$ cat config.mk
export PLATFORM = sky130hd
export DESIGN_NAME = operand_issuer_flat
export DESIGN_NICKNAME = d
export VERILOG_FILES = /design/src/rtl/operand_issuer_if.sv /design/src/rtl/operand_issuer.sv /design/src/flat_wrapper.sv
export SDC_FILE = /design/constraint.sdc
export NUM_CORES = 1
export LEC_CHECK = 0
export ABC_CLOCK_PERIOD_IN_PS = 6600
export BUFFER_PORTS_ARGS = -buffer_cell sky130_fd_sc_hd__buf_4
export CAP_MARGIN = 40
export CORE_MARGIN = 3
export CORE_UTILIZATION = 62
export DETAILED_ROUTE_END_ITERATION = 12
export PLACE_DENSITY = 0.88
export SYNTH_ARGS = -nofsm -noshare
export SYNTH_HDL_FRONTEND = slang
export SYNTH_SLANG_ARGS = --single-unit
export TNS_END_PERCENT = 30
$ cat constraint.sdc
create_clock -name Clock -period 6.6 [get_ports Clock]
set_input_delay 1.32 -clock Clock [delete_from_list [all_inputs] [get_ports Clock]]
set_output_delay 1.32 -clock Clock [all_outputs]
set_load 0.02 [all_outputs]
$ cat src/rtl/operand_issuer_if.sv
// Handshake and data bundle between the operand producer, the operand issuer
// and the multiplier control machine.
interface operand_issuer_if #(
    parameter int WIDTH = 32,
    parameter int DEPTH = 4
);
    logic                   iWr_En;
    logic [WIDTH-1:0]       iData_A;
    logic [WIDTH-1:0]       iData_B;
    logic                   oFull;
    logic [$clog2(DEPTH):0] oCount;
    logic [WIDTH-1:0]       oData_A;
    logic [WIDTH-1:0]       oData_B;
    logic                   oValid_Data;
    logic                   iDone;
    logic                   oAck;
    logic                   oBusy;
    logic                   oOverflow;
    logic                   oTimeout;
    logic                   iClr_Err;

    modport master (
        output iWr_En, iData_A, iData_B, iDone, iClr_Err,
        input  oFull, oCount, oData_A, oData_B, oValid_Data, oAck, oBusy,
               oOverflow, oTimeout
    );

    modport slave (
        input  iWr_En, iData_A, iData_B, iDone, iClr_Err,
        output oFull, oCount, oData_A, oData_B, oValid_Data, oAck, oBusy,
               oOverflow, oTimeout
    );
endinterface

$ cat src/rtl/operand_issuer.sv
// Operand-pair FIFO feeding a multiplier control machine through an
// ISSUE/WAIT/ACK handshake with a bounded wait and sticky error flags.
module operand_issuer #(
    parameter int WIDTH   = 32,
    parameter int DEPTH   = 4,
    parameter int TIMEOUT = 80
) (
    input  logic            Clock,
    input  logic            Reset,
    operand_issuer_if.slave bus
);
    localparam int AW = $clog2(DEPTH);
    localparam int CW = AW + 1;
    localparam int TW = $clog2(TIMEOUT);

    typedef enum logic [1:0] {
        IDLE  = 2'd0,
        ISSUE = 2'd1,
        WAIT  = 2'd2,
        ACK   = 2'd3
    } state_t;

    state_t             state_r;
    logic [2*WIDTH-1:0] mem_r [DEPTH];
    logic [AW-1:0]      head_r;
    logic [AW-1:0]      tail_r;
    logic [CW-1:0]      count_r;
    logic [CW-1:0]      count_next_s;
    logic               full_r;
    logic [TW-1:0]      wait_cnt_r;
    logic [WIDTH-1:0]   data_a_r;
    logic [WIDTH-1:0]   data_b_r;
    logic               valid_r;
    logic               ack_r;
    logic               busy_r;
    logic               overflow_r;
    logic               timeout_r;
    logic               push_s;
    logic               pop_s;
    logic               overflow_set_s;
    logic               timeout_set_s;

    // Fullness is judged on the registered flag, so a push in a pop cycle on a full FIFO is dropped.
    assign push_s         = bus.iWr_En & ~full_r;
    assign overflow_set_s = bus.iWr_En & full_r;
    assign pop_s          = (state_r == IDLE) && (count_r != {CW{1'b0}});
    assign timeout_set_s  = (state_r == WAIT) && !bus.iDone &&
                            (wait_cnt_r == TW'(TIMEOUT - 1));

    // Next occupancy from the push/pop pair of this cycle.
    always_comb begin
        count_next_s = count_r;
        case ({push_s, pop_s})
            2'b10:   count_next_s = count_r + CW'(1);
            2'b01:   count_next_s = count_r - CW'(1);
            default: count_next_s = count_r;
        endcase
    end

    // FIFO storage; contents are don't-care until written.
    always_ff @(posedge Clock) begin
        if (push_s) begin
            mem_r[tail_r] <= {bus.iData_A, bus.iData_B};
        end
    end

    // FIFO pointers, occupancy and full flag.
    always_ff @(posedge Clock or negedge Reset) begin
        if (!Reset) begin
            head_r  <= {AW{1'b0}};
            tail_r  <= {AW{1'b0}};
            count_r <= {CW{1'b0}};
            full_r  <= 1'b0;
        end else begin
            if (push_s) begin
                tail_r <= tail_r + AW'(1);
            end
            if (pop_s) begin
                head_r <= head_r + AW'(1);
            end
            count_r <= count_next_s;
            full_r  <= (count_next_s == CW'(DEPTH));
        end
    end

    // Issue FSM with state-decoded strobes held in registers.
    always_ff @(posedge Clock or negedge Reset) begin
        if (!Reset) begin
            state_r    <= IDLE;
            wait_cnt_r <= {TW{1'b0}};
            data_a_r   <= {WIDTH{1'b0}};
            data_b_r   <= {WIDTH{1'b0}};
            valid_r    <= 1'b0;
            ack_r      <= 1'b0;
            busy_r     <= 1'b0;
        end else begin
            case (state_r)
                IDLE: begin
                    ack_r <= 1'b0;
                    if (pop_s) begin
                        {data_a_r, data_b_r} <= mem_r[head_r];
                        state_r <= ISSUE;
                        valid_r <= 1'b1;
                        busy_r  <= 1'b1;
                    end else begin
                        state_r <= IDLE;
                        valid_r <= 1'b0;
                        busy_r  <= 1'b0;
                    end
                end
                ISSUE: begin
                    wait_cnt_r <= {TW{1'b0}};
                    state_r    <= WAIT;
                    valid_r    <= 1'b0;
                    ack_r      <= 1'b0;
                    busy_r     <= 1'b1;
                end
                WAIT: begin
                    wait_cnt_r <= wait_cnt_r + TW'(1);
                    valid_r    <= 1'b0;
                    busy_r     <= 1'b1;
                    // iDone takes precedence over the timeout in the same cycle.
                    if (bus.iDone || timeout_set_s) begin
                        state_r <= ACK;
                        ack_r   <= 1'b1;
                    end else begin
                        state_r <= WAIT;
                        ack_r   <= 1'b0;
                    end
                end
                ACK: begin
                    state_r <= IDLE;
                    valid_r <= 1'b0;
                    ack_r   <= 1'b0;
                    busy_r  <= 1'b0;
                end
                default: begin
                    state_r <= IDLE;
                    valid_r <= 1'b0;
                    ack_r   <= 1'b0;
                    busy_r  <= 1'b0;
                end
            endcase
        end
    end

    // Sticky error flags; a clear wins over a same-cycle set.
    always_ff @(posedge Clock or negedge Reset) begin
        if (!Reset) begin
            overflow_r <= 1'b0;
            timeout_r  <= 1'b0;
        end else if (bus.iClr_Err) begin
            overflow_r <= 1'b0;
            timeout_r  <= 1'b0;
        end else begin
            if (overflow_set_s) begin
                overflow_r <= 1'b1;
            end
            if (timeout_set_s) begin
                timeout_r <= 1'b1;
            end
        end
    end

    assign bus.oFull       = full_r;
    assign bus.oCount      = count_r;
    assign bus.oData_A     = data_a_r;
    assign bus.oData_B     = data_b_r;
    assign bus.oValid_Data = valid_r;
    assign bus.oAck        = ack_r;
    assign bus.oBusy       = busy_r;
    assign bus.oOverflow   = overflow_r;
    assign bus.oTimeout    = timeout_r;
endmodule

$ cat src/flat_wrapper.sv
// flat-port wrapper written by rule: the top's interface ports become plain ports
module operand_issuer_flat 
#(
    parameter int WIDTH   = 32,
    parameter int DEPTH   = 4,
    parameter int TIMEOUT = 80
)
  (Clock, Reset, bus_iWr_En, bus_iData_A, bus_iData_B, bus_iDone, bus_iClr_Err, bus_oFull, bus_oCount, bus_oData_A, bus_oData_B, bus_oValid_Data, bus_oAck, bus_oBusy, bus_oOverflow, bus_oTimeout);
  operand_issuer_if #(.WIDTH(WIDTH), .DEPTH(DEPTH)) bus_i ();
  input  logic Clock;
  input  logic Reset;
  input wire logic [$bits(bus_i.iWr_En)-1:0] bus_iWr_En;
  input wire logic [$bits(bus_i.iData_A)-1:0] bus_iData_A;
  input wire logic [$bits(bus_i.iData_B)-1:0] bus_iData_B;
  input wire logic [$bits(bus_i.iDone)-1:0] bus_iDone;
  input wire logic [$bits(bus_i.iClr_Err)-1:0] bus_iClr_Err;
  output wire logic [$bits(bus_i.oFull)-1:0] bus_oFull;
  output wire logic [$bits(bus_i.oCount)-1:0] bus_oCount;
  output wire logic [$bits(bus_i.oData_A)-1:0] bus_oData_A;
  output wire logic [$bits(bus_i.oData_B)-1:0] bus_oData_B;
  output wire logic [$bits(bus_i.oValid_Data)-1:0] bus_oValid_Data;
  output wire logic [$bits(bus_i.oAck)-1:0] bus_oAck;
  output wire logic [$bits(bus_i.oBusy)-1:0] bus_oBusy;
  output wire logic [$bits(bus_i.oOverflow)-1:0] bus_oOverflow;
  output wire logic [$bits(bus_i.oTimeout)-1:0] bus_oTimeout;
  assign bus_i.iWr_En = bus_iWr_En;
  assign bus_i.iData_A = bus_iData_A;
  assign bus_i.iData_B = bus_iData_B;
  assign bus_i.iDone = bus_iDone;
  assign bus_i.iClr_Err = bus_iClr_Err;
  assign bus_oFull = bus_i.oFull;
  assign bus_oCount = bus_i.oCount;
  assign bus_oData_A = bus_i.oData_A;
  assign bus_oData_B = bus_i.oData_B;
  assign bus_oValid_Data = bus_i.oValid_Data;
  assign bus_oAck = bus_i.oAck;
  assign bus_oBusy = bus_i.oBusy;
  assign bus_oOverflow = bus_i.oOverflow;
  assign bus_oTimeout = bus_i.oTimeout;
  operand_issuer #(.WIDTH(WIDTH), .DEPTH(DEPTH), .TIMEOUT(TIMEOUT)) u_core (.Clock(Clock), .Reset(Reset), .bus(bus_i));
endmodule
==> flow_metrics.py, run 1 <==
metrics = {
    "power": {
        "p_clk_frac": 0.250,
        "combPwrFrac": 0.310,
        "p_total_mw": 7.28,
        "power.sequential.fraction": 0.439,
        "peakVddDrop_mv": 0.303,
        "power_switching_share": 0.325,
        "power.leakage_nw": 5.91,
        "net-switching-power_mw": 2.37,
        "internal_dissipation_mw": 4.91,
        "power.density_nw_per_um2": 481,
    },
    "routing": {
        "met2RoutedLength_mm": 13.5,
        "firstDrtPassIters": 4,
        "routed_via_density": 5.86,
        "wl_per_cell_um": 22.9,
        "m1WireLength_mm": 10.5,
        "wl_mm": 26.3,
        "routed.top_layer": "met4",
        "met3WireLength_mm": 1.72,
        "final_antenna_net_count": 0,
        "detail_route.drc_violations": 0,
        "vias": 6730,
        "drtIter0Drc": 585,
    },
    "grt": {
        "antenna_found_initial": 0,
        "largest_net_degree_at_the_start_of_global_routing": 69,
        "global_route_total_overflow": 0,
        "number_of_global_route_vias_before_repair": 6958,
        "grt_use_total": 0.244,
        "grt_pass1_wl_mm": 40.6,
    },
    "floorplanning": {
        "fp.dieW_um": 149,
        "core_region_area_um2": 19800,
        "dieHeight_um": 149,
        "full_die_area_um2": 22200,
        "floorplan.rows": 51,
        "initial_utilization": 0.641,
        "io-pin-count": 142,
    },
    "clock_network": {
        "tritoncts": "yes",
        "clock_sink_count": 342,
        "path_clk_slew_ns": 0.06,
        "ctsResizeCount": 0,
        "clock_path_buffers": 3,
        "cts.htree.levels": 2,
        "clk_root_buffer_cell": "sky130_fd_sc_hd__clkbuf_16",
        "postCtsSetupBuffers": 0,
        "numCtsBuffers": 34,
        "cts_hold_buf": 0,
        "clock_latency_ns": 0.50,
    },
    "yosys": {
        "synth-main-ff-cell": "sky130_fd_sc_hd__edfxtp_1",
        "yosysWarnings": 0,
        "synth_cells": 701,
        "muxShareOfSynthArea": 0.115,
        "yosysUniqueCellTypes": 35,
        "synth_compound_area_frac": 0.0104,
        "synth_async_sr_flop_share": 0.251,
        "number_of_synthesized_flops_with_an_enable_pin": 256,
        "yosys_register_bits": 342,
        "dominant_combinational_cell_family_by_area_after_synthesis": "multiplexers",
        "synthXorXnorAreaFrac": 0.00414,
        "syn-num-nets": 779,
        "synthSimpleGateAreaFrac": 0.0675,
        "area_share_of_fa_ha_maj_cells_after_synthesis": 0.00947,
        "synth.cell_area_um2": 12700,
        "seq_area_frac_synth": 0.776,
        "postSynthAreaPerCell_um2": 18.1,
    },
    "sta": {
        "finalSetupViolations": 0,
        "setup_ws_ns": 3.82,
        "finalHoldViolations": 0,
        "worstMarginPinSlew_ns": 0.792,
        "finClkSkew_ns": 0.0144,
        "fmaxAchievable_mhz": 359,
        "timing.slew.headroom": 0.472,
        "final.hold.worst_slack_ns": 0.477,
        "setup_tns_after_final_layout_ns": 0,
        "post-route-min-period_ns": 2.78,
        "rsz0062_at_grt": "false",
        "layout_worst_path_cycle_share": 0.422,
        "timing.final.max_slew_violations": 0,
    },
    "worst_hold_path": {
        "hold_class": "flip-flop to flip-flop",
        "timing.hold.worst_path_depth": 2,
        "hp-start": "u_core.bus.oData_A[0]",
        "hold-path-endpoint": "u_core.bus.oData_A[0]",
    },
    "flow_run": {
        "drv.max_cap_violation_count": 0,
    },
    "critical_path": {
        "timing.reg2reg.worst_path_depth": 4,
        "r2r_end": "u_core.bus.oData_B[25]",
        "worst_ep_required_time_ns": 7.00,
        "worst-setup-path-type": "primary input to flip-flop",
        "critical_path.endpoint_type": "flip-flop",
        "ff2ff_setup_slack_ns": 4.06,
        "startpoint_type": "primary input",
        "rr_startpoint": "u_core.head_r[0]",
        "critPathMaxFanout": 8,
        "timing.critical_path.arrival_ns": 3.18,
    },
    "placement": {
        "detailed_place_hpwl_mm": 15.3,
        "place_ws_ns": 3.34,
        "buffer_ports.inserted": 141,
        "gp_congestion": 0.781,
    },
    "final_layout": {
        "flow.area_growth_from_synthesis_pct": 19.3,
        "antenna_cells": 0,
        "layout.nets": 936,
        "ratio_of_cells_with_drive_above_1_in_the_final_layout": 0.305,
        "layout.area.seq_um2": 9850,
        "fill_cells": 1062,
        "multi_input_comb_area_um2": 2630,
    },
    "run_status": {
        "run_status": "finished, final reports clean",
    },
}
[registers in the layout (all words and copies together), names as in the netlist, 2 cells and up]
register	cells
u_core.mem_r	256
u_core.head_r	2
u_core.state_r	2
u_core.bus.oData_B	32
u_core.tail_r	2
u_core.bus.oData_A	32
u_core.bus.oCount	3
u_core.wait_cnt_r	7
[Yosys cell counts (2+ instances only)]
| master | number | share of area |
|---|---|---|
| sky130_fd_sc_hd__edfxtp_1 | 256 | 0.61 |
| sky130_fd_sc_hd__buf_6 | 5 | 0.0044 |
| sky130_fd_sc_hd__nand2_1 | 200 | 0.059 |
| sky130_fd_sc_hd__buf_2 | 11 | 0.0043 |
| sky130_fd_sc_hd__o2bb2ai_1 | 2 | 0.0014 |
| sky130_fd_sc_hd__mux4_2 | 64 | 0.11 |
| sky130_fd_sc_hd__nor2_1 | 4 | 0.0012 |
| sky130_fd_sc_hd__mux2i_1 | 2 | 0.0016 |
| sky130_fd_sc_hd__o21ai_0 | 7 | 0.0028 |
| sky130_fd_sc_hd__buf_1 | 3 | 0.00089 |
| sky130_fd_sc_hd__a21oi_1 | 3 | 0.0012 |
| sky130_fd_sc_hd__and2_1 | 4 | 0.0020 |
| sky130_fd_sc_hd__or3_1 | 2 | 0.00099 |
| sky130_fd_sc_hd__ha_1 | 8 | 0.0079 |
| sky130_fd_sc_hd__inv_1 | 13 | 0.0038 |
| sky130_fd_sc_hd__clkbuf_1 | 7 | 0.0021 |
| sky130_fd_sc_hd__dfrtp_1 | 86 | 0.17 |
| sky130_fd_sc_hd__xnor2_1 | 4 | 0.0028 |
| sky130_fd_sc_hd__xor2_1 | 2 | 0.0014 |
| sky130_fd_sc_hd__buf_4 | 3 | 0.0018 |
[cells by family after synthesis]
logic type / Yosys count
buffers and inverters: 43
and+or+nand+nor: 217
muxes: 66
adders and majority gates: 9
xor gates and xnor gates: 6
DFF: 342
AOI/OAI and AO/OA: 18
[through the flow]
step | area (um2) | instances | utilization
after floorplan | 12700 | 701 | -
after global placement | 13900 | 1081 | 0.705
after detailed placement | 14100 | 1087 | 0.712
after CTS | 15100 | 1148 | 0.765
after global routing | 15100 | 1148 | 0.765
final | 15100 | 1148 | 0.765
[cell type report]
type                            instances  share of cell area
Clock inverter                         12             0.00579
Timing Repair Buffer                  150              0.0804
Clock buffer                           49              0.0640
Inverter                               14             0.00347
Tap cell                              265              0.0219
Sequential cell                       342               0.651
Multi-Input combinational cell        316               0.174
[layout by cell type (no fill, tap or decap), drive strengths merged, types with 2 or more instances in the layout]
cell and n:
a21oi 3, and2 4, buf 150, clkbuf 49, clkinv 8, dfrtp 86, edfxtp 256, ha 8
inv 16, mux2i 2, mux4 64, nand2 200, nor2 4, o21ai 7, o2bb2ai 2, or3 2
xnor2 4, xor2 2
[per-layer routing]
metal	track usage	up-vias
li1	-	2907
met1	0.348	3491
met2	0.400	281
met3	0.0441	51
met4	0.0664	0
met5	0	-
[worst max-delay path by stage]
stage / from / endpoint / slack, ns / cells past startpoint
after floorplan: bus_iWr_En / u_core.mem_r[0][0] / 2.97 / 3
after global placement: bus_iWr_En / u_core.mem_r[1][10] / 3.43 / 3
after detailed placement: bus_iWr_En / u_core.bus.oFull / 3.34 / 9
after CTS: bus_iWr_En / u_core.bus.oFull / 3.81 / 9
after global routing: bus_iWr_En / u_core.bus.oFull / 3.61 / 9
final: bus_iWr_En / u_core.bus.oFull / 3.82 / 9
[worst max-delay path, cell delays in order]
cell	delay (ns)
sky130_fd_sc_hd__buf_4	0.08
sky130_fd_sc_hd__nor2b_1	0.51
sky130_fd_sc_hd__inv_1	0.13
sky130_fd_sc_hd__ha_1	0.24
sky130_fd_sc_hd__inv_1	0.08
sky130_fd_sc_hd__fa_1	0.18
sky130_fd_sc_hd__xor2_1	0.07
sky130_fd_sc_hd__or3_1	0.33
sky130_fd_sc_hd__a211oi_1	0.24
[power groups by stage]
| stage | clock (mW) | sequential [mW] | combinational [mW] |
|---|---|---|---|
| 2_1_floorplan | 0 | 3.36 | 1.31 |
| 3_3_place_gp | 0 | 3.25 | 2.07 |
| 3_5_place_dp | 0 | 3.22 | 2.26 |
| 4_1_cts | 1.84 | 3.20 | 2.29 |
| 5_1_grt | 1.92 | 3.25 | 2.46 |
| 6_report | 1.82 | 3.20 | 2.26 |
Power figures use the tool's default switching activity.
==> run 2, diff against run 1 <==
Settings changed: ABC_CLOCK_PERIOD_IN_PS 6600 to 2500, CORE_UTILIZATION 62 to 52, PLACE_DENSITY 0.88 to 0.79.
Clock period 6.6 ns to 2.5 ns, I/O delays scaled along.
==> flow_metrics.py, run 2 (synthesized netlist as in run 1, its figures left out) <==
metrics = {
    "grt": {
        "antenna_found_initial": 0,
        "grt_use_total": 0.189,
        "global_route_total_overflow": 0,
        "grt_most_used_layer": "met2",
        "number_of_global_route_vias_before_repair": 6934,
        "grt_pass1_wl_mm": 38.4,
        "met3_usage": 0.0357,
        "grt_use_met1": 0.257,
        "gr-usage-met2": 0.318,
        "largest_net_degree_at_the_start_of_global_routing": 69,
    },
    "critical_path": {
        "critical-path-max-stage-delay_ns": 0.38,
        "slowest_stage": "sky130_fd_sc_hd__fa_1",
        "timing.reg2reg.worst_path_depth": 10,
        "cp_num_buf_inv": 3,
        "worst-setup-path-type": "flip-flop to flip-flop",
        "critPathMaxFanout": 3,
        "startpoint_type": "flip-flop",
        "crit_cells": 10,
        "critical_path.endpoint_type": "flip-flop",
        "crit_family": "adder cells",
        "timing.critical_path.arrival_ns": 2.70,
        "worst_ep_required_time_ns": 2.89,
        "crit_path_cell_trace": "inv_1 -> ha_1 -> o31ai_4 -> inv_2 -> ha_1 -> inv_1 -> fa_1 -> xor2_1 -> or3_1 -> a211oi_1",
    },
    "sta": {
        "finalHoldViolations": 1,
        "finalSetupViolations": 0,
        "fmaxAchievable_mhz": 433,
        "worstMarginPinSlew_ns": 0.828,
        "setup_tns_after_final_layout_ns": 0,
        "layout_worst_path_cycle_share": 0.924,
        "rsz0062_at_grt": "false",
        "timing.slew.headroom": 0.448,
        "finClkSkew_ns": 0.0137,
        "post-route-min-period_ns": 2.31,
        "final.hold.worst_slack_ns": -0.00310,
        "timing.final.max_slew_violations": 0,
    },
    "final_layout": {
        "layout.nets": 946,
        "multi_input_comb_area_um2": 2630,
        "stdcell_area_um2": 15500,
        "flow.area_growth_from_synthesis_pct": 21.9,
        "final_common_cell": "sky130_fd_sc_hd__edfxtp_1",
        "most_used_cells_in_the_layout_excluding_fill_and_tap_cells": "sky130_fd_sc_hd__edfxtp_1 (256), sky130_fd_sc_hd__nand2_1 (200), sky130_fd_sc_hd__buf_4 (147)",
        "fill_cells": 1632,
        "largest-register": "u_core.mem_r",
        "largest_register_ff_count": 256,
        "ratio_of_cells_with_drive_above_1_in_the_final_layout": 0.322,
        "antenna_cells": 0,
        "final_util": 0.651,
        "layout.area.seq_um2": 9850,
    },
    "floorplanning": {
        "fp.dieW_um": 162,
        "io-pin-count": 142,
        "floorplan.rows": 56,
        "initial_utilization": 0.534,
        "core_region_area_um2": 23800,
        "full_die_area_um2": 26300,
        "dieHeight_um": 162,
    },
    "placement": {
        "placed_area_um2": 14300,
        "buffer_ports.inserted": 141,
        "detailed_place_hpwl_mm": 14.5,
        "gp_congestion": 0.783,
    },
    "power": {
        "power.leakage_nw": 6.04,
        "p_total_mw": 19.7,
        "power.density_nw_per_um2": 1270,
        "peakVddDrop_mv": 0.764,
    },
    "routing": {
        "firstDrtPassIters": 4,
        "routed_via_density": 5.35,
        "wl_per_cell_um": 20.0,
        "drtIter0Drc": 495,
        "vias": 6492,
        "final_antenna_net_count": 0,
        "wl_mm": 24.3,
        "detail_route.drc_violations": 0,
    },
    "worst_hold_path": {
        "hold_class": "primary input to asynchronous set/reset pin",
    },
    "clock_network": {
        "clock_path_buffers": 3,
        "clk_root_buffer_cell": "sky130_fd_sc_hd__clkbuf_16",
        "path_clk_slew_ns": 0.06,
        "tritoncts": "yes",
        "numCtsBuffers": 35,
        "cts_hold_buf": 0,
        "clock_latency_ns": 0.50,
        "cts.htree.levels": 2,
        "postCtsSetupBuffers": 0,
        "ctsResizeCount": 0,
        "clock_sink_count": 342,
    },
    "flow_run": {
        "drv.max_cap_violation_count": 0,
    },
    "run_status": {
        "violated_checks": "negative hold slack",
        "run_status": "finished, violations left",
    },
}
-- run 2: cell types whose count changed in the layout (fill, tap and decap cells not counted), moves of 3 or more --
| cell | before | now |
|---|---|---|
| sky130_fd_sc_hd__clkbuf_1 | 10 | 3 |
| sky130_fd_sc_hd__buf_12 | 4 | 12 |
| sky130_fd_sc_hd__buf_4 | 144 | 147 |
| sky130_fd_sc_hd__bufinv_16 | 1 | 4 |
| sky130_fd_sc_hd__clkinv_2 | 2 | 8 |
-- run 2: stage by stage --
stage	setup slack [ns]	cells
after global placement	0.330	1150
after global routing	0.0499	1213
after detailed placement	0.218	1150
final	0.189	1213
after CTS	0.177	1213
after floorplan	-0.305	701
-- run 2: layout make-up --
| class | instances | area share |
|---|---|---|
| Multi-Input combinational cell | 316 | 0.170 |
| Inverter | 14 | 0.00340 |
| Clock buffer | 44 | 0.0642 |
| Clock inverter | 19 | 0.0126 |
| Timing Repair Buffer | 159 | 0.0869 |
| Tap cell | 319 | 0.0258 |
| Sequential cell | 342 | 0.637 |
-- run 2: where the power goes --
group	switching, mW	leakage (nW)	internal [mW]
Sequential	0.737	3.42	7.63
Combinational	3.40	2.04	2.66
Clock	2.03	0.588	3.22
Total	6.17	6.04	13.5
-- run 2: worst paths after layout --
path	startpoint	endpoint	slack, ns
max	u_core.state_r[0]	u_core.bus.oFull	0.19
max in group asynchronous	Reset	u_core.bus.oData_A[25]	1.84
min in group Clock	bus_iClr_Err	u_core.bus.oTimeout	0.17
min reg2reg	u_core.bus.oData_B[15]	u_core.bus.oData_B[15]	0.47
max reg2reg	u_core.state_r[0]	u_core.bus.oFull	0.19
min	Reset	u_core.bus.oData_A[15]	-0.003
-- run 2: metal layers --
layer  routed length [um]  up-vias
met3                 1450       41
met1                 9950     3302
met2                12300      214
met4                  560        0
met5                    0        -
li1                     -     2935
